<file path="config.mk">
export PLATFORM = sky130hd
export DESIGN_NAME = hazard_ctrl
export DESIGN_NICKNAME = d
export VERILOG_FILES = /design/src/rtl/hazard_ctrl.sv
export SDC_FILE = /design/constraint.sdc
export NUM_CORES = 1
export LEC_CHECK = 0
export ABC_AREA = 1
export CAP_MARGIN = 20
export CORE_AREA = 4 4 103 105
export CTS_CLUSTER_DIAMETER = 120
export DETAILED_ROUTE_END_ITERATION = 6
export DIE_AREA = 0 0 107 109
export PLACE_DENSITY = 0.63
export SETUP_SLACK_MARGIN = 0.3
export SYNTH_ARGS = -nofsm -noshare
export SYNTH_HDL_FRONTEND = slang
export SYNTH_SLANG_ARGS = --single-unit
</file>
<file path="constraint.sdc">
create_clock -name clk -period 2.85 [get_ports clk]
set_clock_uncertainty 0.15 [all_clocks]
set_input_delay 0.57 -clock clk [delete_from_list [all_inputs] [get_ports clk]]
set_output_delay 0.57 -clock clk [all_outputs]
set_load 0.01 [all_outputs]
</file>
<file path="src/rtl/hazard_ctrl.sv">
// Pipeline hazard/sequencing controller: stall, flush, freeze, statistics and memory-busy watchdog.
// Optional forwarding-aware stall rule selected by the HAZARD_FWD_EN macro.
module hazard_ctrl #(
  parameter int unsigned CNT_W      = 16,
  parameter int unsigned BUSY_LIMIT = 255
) (
  input  logic             clk,
  input  logic             rst,
  input  logic [4:0]       i_ID_data_RSAddr,
  input  logic [4:0]       i_ID_data_RTAddr,
  input  logic             i_ID_ctrl_UsesRT,
  input  logic [4:0]       i_EX_data_WAddr,
  input  logic             i_EX_ctrl_RegWrite,
  input  logic             i_EX_ctrl_MemRead,
  input  logic [4:0]       i_MEM_data_WAddr,
  input  logic             i_MEM_ctrl_RegWrite,
  input  logic             i_MEM_ctrl_BranchTaken,
  input  logic             i_MEM_ctrl_MemBusy,
  output logic             o_IF_ctrl_PCWrite,
  output logic             o_ID_ctrl_IFIDWrite,
  output logic             o_ID_ctrl_IFIDFlush,
  output logic             o_EX_ctrl_IDEXFlush,
  output logic             o_MEM_ctrl_EXMEMFlush,
  output logic             o_ctrl_Freeze,
  output logic [1:0]       o_ctrl_State,
  output logic [CNT_W-1:0] o_stat_StallCnt,
  output logic [CNT_W-1:0] o_stat_FlushCnt,
  output logic             o_ctrl_Timeout
);

  typedef enum logic [1:0] {
    RUN    = 2'd0,
    STALL  = 2'd1,
    FLUSH  = 2'd2,
    FREEZE = 2'd3
  } action_t;

  action_t          state_q;
  action_t          action;
  logic             match_ex;
  logic             match_mem;
  logic             dh;
  logic [CNT_W-1:0] busy_cnt;

  always_comb begin
    match_ex  = i_EX_ctrl_RegWrite && (i_EX_data_WAddr != 5'd0) &&
                ((i_EX_data_WAddr == i_ID_data_RSAddr) ||
                 (i_ID_ctrl_UsesRT && (i_EX_data_WAddr == i_ID_data_RTAddr)));
    match_mem = i_MEM_ctrl_RegWrite && (i_MEM_data_WAddr != 5'd0) &&
                ((i_MEM_data_WAddr == i_ID_data_RSAddr) ||
                 (i_ID_ctrl_UsesRT && (i_MEM_data_WAddr == i_ID_data_RTAddr)));
`ifdef HAZARD_FWD_EN
    dh = i_EX_ctrl_MemRead && match_ex;
`else
    dh = match_ex || match_mem;
`endif
  end

  // Next-state is the current cycle's action, chosen by strict priority.
  always_comb begin
    action = RUN;
    if (i_MEM_ctrl_MemBusy)          action = FREEZE;
    else if (i_MEM_ctrl_BranchTaken) action = FLUSH;
    else if (dh)                     action = STALL;
  end

  always_comb begin
    o_IF_ctrl_PCWrite     = 1'b1;
    o_ID_ctrl_IFIDWrite   = 1'b1;
    o_ID_ctrl_IFIDFlush   = 1'b0;
    o_EX_ctrl_IDEXFlush   = 1'b0;
    o_MEM_ctrl_EXMEMFlush = 1'b0;
    o_ctrl_Freeze         = 1'b0;
    if (rst) begin
      o_IF_ctrl_PCWrite     = 1'b0;
      o_ID_ctrl_IFIDWrite   = 1'b0;
      o_ID_ctrl_IFIDFlush   = 1'b1;
      o_EX_ctrl_IDEXFlush   = 1'b1;
      o_MEM_ctrl_EXMEMFlush = 1'b1;
    end else begin
      case (action)
        FREEZE: begin
          o_IF_ctrl_PCWrite   = 1'b0;
          o_ID_ctrl_IFIDWrite = 1'b0;
          o_ctrl_Freeze       = 1'b1;
        end
        FLUSH: begin
          o_ID_ctrl_IFIDFlush   = 1'b1;
          o_EX_ctrl_IDEXFlush   = 1'b1;
          o_MEM_ctrl_EXMEMFlush = 1'b1;
        end
        STALL: begin
          o_IF_ctrl_PCWrite   = 1'b0;
          o_ID_ctrl_IFIDWrite = 1'b0;
          o_EX_ctrl_IDEXFlush = 1'b1;
        end
        default: ;
      endcase
    end
  end

  always_ff @(posedge clk) begin
    if (rst) begin
      state_q         <= RUN;
      o_stat_StallCnt <= '0;
      o_stat_FlushCnt <= '0;
      busy_cnt        <= '0;
      o_ctrl_Timeout  <= 1'b0;
    end else begin
      state_q <= action;
      if (action == STALL && o_stat_StallCnt != '1)
        o_stat_StallCnt <= o_stat_StallCnt + CNT_W'(1);
      if (action == FLUSH && o_stat_FlushCnt != '1)
        o_stat_FlushCnt <= o_stat_FlushCnt + CNT_W'(1);
      // Timeout is raised on the same edge the busy count reaches the limit.
      if (action == FREEZE) begin
        if (busy_cnt != CNT_W'(BUSY_LIMIT))
          busy_cnt <= busy_cnt + CNT_W'(1);
        if (busy_cnt >= CNT_W'(BUSY_LIMIT - 1))
          o_ctrl_Timeout <= 1'b1;
      end else begin
        busy_cnt <= '0;
      end
    end
  end

  assign o_ctrl_State = state_q;

endmodule

</file>
==> results of run 1 <==
## cell usage after synthesis
cell / count
nand2_1: 135
inv_1: 75
nor2_1: 68
dfxtp_1: 51
nand3_1: 23
o21ai_0: 19
a21oi_1: 17
nor3_1: 13
o21ai_1: 8
ha_1: 7
nand4_1: 7
nand3_2: 6
nor2_2: 5
xnor2_1: 5
a31oi_1: 4
buf_4: 4
clkbuf_1: 4
nor3b_1: 4
inv_2: 3
nor3_2: 3
a211oi_1: 2
nand2_2: 2
o21bai_1: 2
or2_2: 2
xor2_1: 2
a21oi_2: 1
and3_1: 1
buf_2: 1
buf_6: 1
nand2_4: 1
nand3b_1: 1
nor2_4: 1
nor4_1: 1
o211ai_1: 1
o21a_1: 1
o31ai_1: 1
## layout by cell type (no fill, tap or decap), types with 17 or more instances in the layout
cell / instances
nand2_1: 130
nor2_1: 67
inv_1: 60
dfxtp_1: 51
clkdlybuf4s50_1: 38
nand3_1: 23
buf_4: 19
o21ai_0: 17
a21oi_1: 17
buf_6: 17
## state kept, by name, indices dropped and copies added, names as in the netlist
signal	count
o_stat_FlushCnt	16
o_ctrl_State	2
busy_cnt	16
o_ctrl_Timeout	1
o_stat_StallCnt	16
## per-layer routing
layer / up-vias / global-route usage / wire length [um]
met4: 0 / 0.0301 / 59
met2: 49 / 0.221 / 3450
met5: - / 0 / 0
met1: 1396 / 0.169 / 3530
li1: 1673 / - / -
met3: 5 / 0.0290 / 304
## timing repair
action | CTS | global route
gates resized for setup | 156 | 8
endpoints found under the setup margin | 28 | 6
setup buffers | 2 | 3
pin swaps | 31 | 15
cloned | 0 | 0
## through the flow
step                setup TNS (ps)  hold slack (ps)  worst slack (ps)
finish                           0              326               239
global route                     0              358              86.2
CTS                              0              331               202
detailed placement           -5580              314              -660
global placement             -5080              313              -658
floorplan                        0              296               317
## tightest hold or removal path: cells and delay by family (launching register included)
family | cells | cell delay (ps)
compound gates | 1 | 60
buf+inv | 1 | 70
flops | 1 | 310
## power groups by stage
stage / registers (uW) / logic (uW) / clock network [uW]
finish: 728 / 218 / 407
CTS: 728 / 211 / 435
global placement: 745 / 196 / 0
detailed placement: 745 / 200 / 0
global route: 730 / 244 / 452
floorplan: 747 / 95.9 / 0
## worst max-delay path by stage
stage                                   start  cells past startpoint               endpoint
after floorplan           i_MEM_data_WAddr[0]                     14  o_MEM_ctrl_EXMEMFlush
after global placement    i_ID_data_RSAddr[0]                     15    o_ID_ctrl_IFIDFlush
after detailed placement  i_MEM_data_WAddr[4]                     15  o_MEM_ctrl_EXMEMFlush
after CTS                 i_MEM_data_WAddr[1]                     15  o_MEM_ctrl_EXMEMFlush
after global routing       i_EX_data_WAddr[4]                     15  o_MEM_ctrl_EXMEMFlush
final                     i_MEM_data_WAddr[4]                     15  o_MEM_ctrl_EXMEMFlush
## logic make-up after synthesis
group | count (synthesis) | synth area share
simple gates | 273 | 0.397
buf+inv | 88 | 0.117
fa+ha+maj | 7 | 0.0289
compound gates | 56 | 0.101
xor+xnor | 7 | 0.0202
flops | 51 | 0.336
## final cells by class
type / count / share of cell area
well taps: 133 / 0.0406
repair buffers: 86 / 0.197
multi-input cells: 343 / 0.421
inverters: 78 / 0.0726
clock buffers: 7 / 0.0186
flip-flops and latches: 51 / 0.249
clock inverters: 1 / 0.00122
==> tab_implementation.tex, run 1 <==
\begin{tabular}{lr}
\hline
Metric & Value \\
\hline
\multicolumn{2}{l}{\textbf{Outcome}} \\
Run status & finished clean \\
\multicolumn{2}{l}{\textbf{Critical path}} \\
CP cell instances & buf\_6, inv\_1, nand2\_1, nand2\_1, nor2\_1, nand3\_1, nand2\_1, nand2\_1, nand2\_1, nand2\_2, nand2\_2, inv\_2, ha\_4, or2\_4, buf\_6 \\
Total buffers and inverters traversed by the critical path & 4 \\
Sort of element at the end of the critical path & output pin \\
Reg-to-Reg Start & o\_stat\_FlushCnt[0] \\
Critical R2R Capture & o\_stat\_FlushCnt[3] \\
Largest stage delay, worst path & 260 ps \\
Data required time at the worst endpoint & between 2000 and 2500 ps \\
Cell family with most CP delay & simple AND/OR/NAND/NOR gates \\
R2r worst-path depth & 10 \\
R2R Setup Slk & around 1000 ps \\
Maximum fanout count along the critical path & 4 \\
WS Path Type & primary input to output pin \\
Crit-path slowest cell & or2\_4 \\
Crit-path most repeated cell & nand2\_1 \\
Arrival time at the worst endpoint & approximately 1900 ps \\
Type of element launching the critical path & primary input \\
\multicolumn{2}{l}{\textbf{Yosys}} \\
Ys Warns & 0 \\
Post-synthesis instance total & 482 \\
Netlist Area Pre-Place & 3040 sq um \\
Mean area per synthesized cell & 6.30 sq um \\
Dominant cell type by area after synthesis & dfxtp\_1 \\
Seq cells post-synth & 51 \\
Library cells used by synthesis & 36 \\
Area share of the largest cell type after synthesis & 0.336 \\
Post-Syn Nets & about 520 \\
Sequential fraction of the synthesis area & 0.336 \\
Cell types occupying the most area after synthesis & dfxtp\_1 34\%, nand2\_1 17\%, inv\_1 9.3\%, nor2\_1 8.4\%, nand3\_1 3.8\% \\
\multicolumn{2}{l}{\textbf{Power and ir drop}} \\
Internal power & 1000 uW \\
Pwr per Cell Area & $\sim$330 nW/um\^{}2 \\
Post-route total power & 1350 uW \\
Register share of total power & 0.538 \\
Maximum vdd ir drop & about 0.16 mV \\
Share of power burned in the clock network & 0.301 \\
Standby leakage power & roughly 0.0017 uW \\
Net switching power figure & 353 uW \\
Switching share of total power & 0.261 \\
Combinational Power Share & 0.161 \\
\multicolumn{2}{l}{\textbf{Hold path}} \\
Path type of the worst min-delay path & register to register \\
Hold path endpoint & busy\_cnt[15] \\
Number of cells traversed by the worst hold path & 2 \\
HP Start & busy\_cnt[15] \\
\multicolumn{2}{l}{\textbf{Timing}} \\
Fin. max-slew vios & 0 \\
Post-route minimum period & 2610 ps \\
FMAX & 383 MHz \\
Final hold violation count & 0 \\
RSZ-0062 raised after global routing & yes \\
Least-Margin Pin Slew & roughly 290 ps \\
Share of the clock period used by the worst path & 0.916 \\
Slew margin rel. & 0.805 \\
Finish-stage setup viols & 0 \\
\multicolumn{2}{l}{\textbf{Detailed routing}} \\
Final Routed Wirelength & $\sim$7400 um \\
Remaining antenna violation count after routing & 0 \\
Detailed-route vias per instance & 4.47 \\
Number of design-rule violations left by the first detailed-router iteration & between 70 and 80 \\
Post-route DRC & 0 \\
Detailed-routing iteration count for the pre-antenna-repair pass & 4 \\
Number of vias after detailed routing & between 3000 and 4000 \\
Avg WL per Cell & around 11 um \\
\multicolumn{2}{l}{\textbf{Floorplanning}} \\
Die Outline Area & 11700 sq um \\
Horizontal die dimension & around 110 um \\
Starting utilization of the core area & 0.315 \\
Io pins & 69 \\
Vertical die dimension & about 110 um \\
Row count & 36 \\
Area inside the core boundary & between 9000 and 10000 sq um \\
\multicolumn{2}{l}{\textbf{Clock tree}} \\
Longest Clk Path Bufs & 2 \\
Number of hold-repair buffers added at the cts stage & 0 \\
Deepest level of the CTS H-tree & 2 \\
CTS clock-pin slew for the worst setup and hold paths & about 90 ps \\
TritonCTS clock tree & done \\
Clock root buffer master & clkbuf\_8 \\
Worst-Skew Late Latency & around 300 ps \\
Cts bufs inserted & 5 \\
Total clock sinks & about 50 \\
\multicolumn{2}{l}{\textbf{Cells and area}} \\
Post-layout utilization of the core & 0.425 \\
Sequential cell area in the final layout & roughly 1000 sq um \\
Final instance area & $\sim$4100 sq um \\
Fillers & roughly 1000 \\
NumNets Final & 600 \\
Share of layout cells above drive strength 1 & 0.175 \\
Area occupied by multi-input gates & between 1500 and 2000 sq um \\
Area growth from synthesis to layout & 35.0\% \\
Number of diodes added for antenna fixing & 0 \\
Filler-free cell count of the finished design & around 700 \\
\multicolumn{2}{l}{\textbf{Placement}} \\
Half-perimeter wire length of the detailed placement result & 5760 um \\
Count of buffers from port buffering & 67 \\
Area post-placement & slightly below 4000 sq um \\
Cell Count Post-Placement & a little under 700 \\
Final weighted congestion in routability-driven placement & 0.935 \\
\multicolumn{2}{l}{\textbf{GRT}} \\
Global-route wire length before repair & 12600 um \\
Vias in the first global route & approximately 2800 \\
Overall Global Routing Usage & 0.130 \\
Initial antenna violation count & 0 \\
Global route overflow & 0 \\
Pin count of the biggest net entering global routing & 28 \\
\multicolumn{2}{l}{\textbf{Job}} \\
Reported max-cap violation count & 0 \\
\hline
\end{tabular}
(Power assumes the default switching activity.)
==> inputs of run 2 (changes only) <==
- CORE_AREA: 4 4 103 105 -> 4 4 94 114
- DIE_AREA: 0 0 107 109 -> 0 0 98 118
- GPL_TIMING_DRIVEN: default -> 1
==> tab_implementation.tex, run 2 (same netlist as run 1, synthesis figures left out) <==
\begin{tabular}{lr}
\hline
Metric & Value \\
\hline
\multicolumn{2}{l}{\textbf{Outcome}} \\
Run status & finished clean \\
\multicolumn{2}{l}{\textbf{Timing}} \\
Setup TNS & 0 ps (unchanged) \\
Fin. max-slew vios & 0 (unchanged) \\
Final hold violation count & 0 (unchanged) \\
Post-route minimum period & 2630 ps (+14.8 ps) \\
FMAX & 381 MHz (-0.56\%) \\
Slew margin rel. & 0.777 (-0.0281) \\
RSZ-0062 raised after global routing & yes \\
Finish-stage setup viols & 0 (unchanged) \\
Least-Margin Pin Slew & 332 ps (+41.9 ps) \\
Share of the clock period used by the worst path & 0.921 (+0.00519) \\
\multicolumn{2}{l}{\textbf{Detailed routing}} \\
Detailed-route vias per instance & 4.69 (+5.0\%) \\
Final Routed Wirelength & 7780 um (+5.8\%) \\
Avg WL per Cell & 11.4 um (+8.0\%) \\
Number of design-rule violations left by the first detailed-router iteration & 119 (+57\%) \\
Number of vias after detailed routing & 3212 (+2.8\%) \\
Remaining antenna violation count after routing & 0 (unchanged) \\
Detailed-routing iteration count for the pre-antenna-repair pass & 4 (unchanged) \\
Post-route DRC & 0 (unchanged) \\
\multicolumn{2}{l}{\textbf{Cells and area}} \\
Area growth from synthesis to layout & 41.1\% \\
Most frequent standard cell in the layout excluding fill and tap cells & nand2\_1 \\
Registers with the most flip-flops & busy\_cnt (16), o\_stat\_FlushCnt (16), o\_stat\_StallCnt (16) \\
Highest-count cells in the layout ignoring fill and taps & 111 x nand2\_1, 61 x nor2\_1, 55 x inv\_1, 51 x dfxtp\_1, 38 x clkdlybuf4s50\_1 \\
Share of layout cells above drive strength 1 & 0.230 (+0.0546) \\
Number of diodes added for antenna fixing & 0 (unchanged) \\
Post-layout utilization of the core & 0.450 (+0.0249) \\
Fillers & 1003 (-4.2\%) \\
Filler-free cell count of the finished design & 685 (-2.0\%) \\
NumNets Final & 596 (-0.67\%) \\
\multicolumn{2}{l}{\textbf{Floorplanning}} \\
Row count & 39 (+8.3\%) \\
Die Outline Area & 11600 sq um (-0.85\%) \\
Io pins & 69 (unchanged) \\
Horizontal die dimension & 98 um (-8.4\%) \\
Vertical die dimension & 118 um (+8.3\%) \\
Starting utilization of the core area & 0.319 (+0.00410) \\
Area inside the core boundary & 9520 sq um (-1.3\%) \\
\multicolumn{2}{l}{\textbf{Clock tree}} \\
Clock root buffer master & clkbuf\_16 \\
Longest Clk Path Bufs & 2 (unchanged) \\
TritonCTS clock tree & done \\
Number of hold-repair buffers added at the cts stage & 0 (unchanged) \\
Cts bufs inserted & 5 (unchanged) \\
Total clock sinks & 51 (unchanged) \\
Deepest level of the CTS H-tree & 2 (unchanged) \\
CTS clock-pin slew for the worst setup and hold paths & 70 ps (-20 ps) \\
Worst-Skew Late Latency & 290 ps (about the same) \\
\multicolumn{2}{l}{\textbf{Critical path}} \\
Crit-path most repeated cell & nand2\_1 \\
Total buffers and inverters traversed by the critical path & 4 (unchanged) \\
Crit-path slowest cell & or2\_4 \\
Data required time at the worst endpoint & 2130 ps (about the same) \\
WS Path Type & primary input to output pin \\
Cell family with most CP delay & simple AND/OR/NAND/NOR gates \\
Sort of element at the end of the critical path & output pin \\
Type of element launching the critical path & primary input \\
Arrival time at the worst endpoint & 1910 ps (+20 ps) \\
Maximum fanout count along the critical path & 3 (-1) \\
CP cell instances & buf\_8, inv\_4, nand2\_1, nand2\_2, nor2\_2, nand3\_1, nand2\_1, nand2\_1, nand2\_1, nand2\_2, nand2\_2, inv\_2, ha\_4, or2\_4, buf\_6 \\
Largest stage delay, worst path & 260 ps (about the same) \\
\multicolumn{2}{l}{\textbf{Power and ir drop}} \\
Maximum vdd ir drop & 0.239 mV (+53\%) \\
Standby leakage power & 0.00175 uW (+2.8\%) \\
Post-route total power & 1670 uW (+23\%) \\
Pwr per Cell Area & 389 nW/um\^{}2 (+18\%) \\
\multicolumn{2}{l}{\textbf{GRT}} \\
Initial antenna violation count & 0 (unchanged) \\
Vias in the first global route & 3063 (+7.7\%) \\
Overall Global Routing Usage & 0.132 (+0.00221) \\
Global route overflow & 0 (unchanged) \\
Pin count of the biggest net entering global routing & 28 (unchanged) \\
Global-route wire length before repair & 13000 um (+3.5\%) \\
\multicolumn{2}{l}{\textbf{Placement}} \\
Final weighted congestion in routability-driven placement & 0.897 (-4.1\%) \\
Count of buffers from port buffering & 67 (unchanged) \\
Cell Count Post-Placement & 675 (-1.6\%) \\
Half-perimeter wire length of the detailed placement result & 5930 um (+3.0\%) \\
\multicolumn{2}{l}{\textbf{Job}} \\
Reported max-cap violation count & 0 (unchanged) \\
\multicolumn{2}{l}{\textbf{Hold path}} \\
Path type of the worst min-delay path & register to register \\
\hline
\end{tabular}
==> run 2: cell count changes in the layout (fill, tap and decap cells not counted), sizes merged <==
cell / before / now
buf: 45 / 42
bufinv: 0 / 1
clkbuf: 7 / 6
clkdlybuf4s15: 1 / 0
==> run 2: repair_timing <==
| item | in CTS | in global routing |
|---|---|---|
| pin swaps | 31 | 38 |
| resized for setup | 164 | 49 |
| endpoints found under the setup margin | 38 | 6 |
| cloned | 0 | 0 |
| buffers inserted | 1 | 1 |
==> run 2: layout make-up <==
cell class	instances	area [sq um]	share of cell area
flip-flops and latches	51	1020	0.238
clock buffers	6	139	0.0324
clock inverters	2	35.0	0.00818
repair buffers	82	843	0.197
multi-input cells	343	1780	0.415
inverters	78	315	0.0736
well taps	123	154	0.0359
==> run 2: worst reg2reg max path, delay by kind of cell (launching register included) <==
kind / cells / cell delay, ps
flip-flops: 1 / 410
AND/OR/NAND/NOR: 7 / 800
AO/OA/AOI/OAI: 1 / 150
adder cells (fa/ha/maj): 1 / 200
buffers and inverters: 1 / 80
==> run 2: layer usage <==
metal | vias to the layer above | GRT usage | part of all wire
met3 | 10 | 0.0373 | 0.064
met1 | 1459 | 0.149 | 0.41
li1 | 1667 | - | -
met5 | - | 0 | 0
met4 | 0 | 0.0459 | 0.019
met2 | 76 | 0.236 | 0.50
==> run 2: metrics by stage <==
stage / cell area [sq um] / hold slack (ps) / setup WS [ps]
after global routing: 4280 / 378 / 137
after global placement: 3910 / 302 / -692
after floorplan: 3040 / 296 / 317
after CTS: 4170 / 332 / 226
after detailed placement: 3910 / 319 / -695
final: 4280 / 326 / 224
==> run 2: worst paths after layout <==
| path | cells past startpoint | from | endpoint | slack, ps |
|---|---|---|---|---|
| max | 15 | i_MEM_data_WAddr[0] | o_MEM_ctrl_EXMEMFlush | 220 |
| min | 2 | busy_cnt[15] | busy_cnt[15] | 330 |
| max reg2reg | 10 | o_stat_FlushCnt[0] | o_stat_FlushCnt[3] | 950 |
| min reg2reg | 2 | busy_cnt[15] | busy_cnt[15] | 330 |
==> run 2: where the power goes <==
group	total [uW]	switching, uW	internal (uW)
logic	239	121	118
clock network	700	263	437
registers	729	8.27	720
total	1670	393	1280
==> inputs of run 3 (changes only) <==
- HOLD_SLACK_MARGIN: default -> 0.02
- SLEW_MARGIN: default -> 20
==> results of run 3 <==
Same layout as run 2: the final DEF is identical, and so are final timing and power.
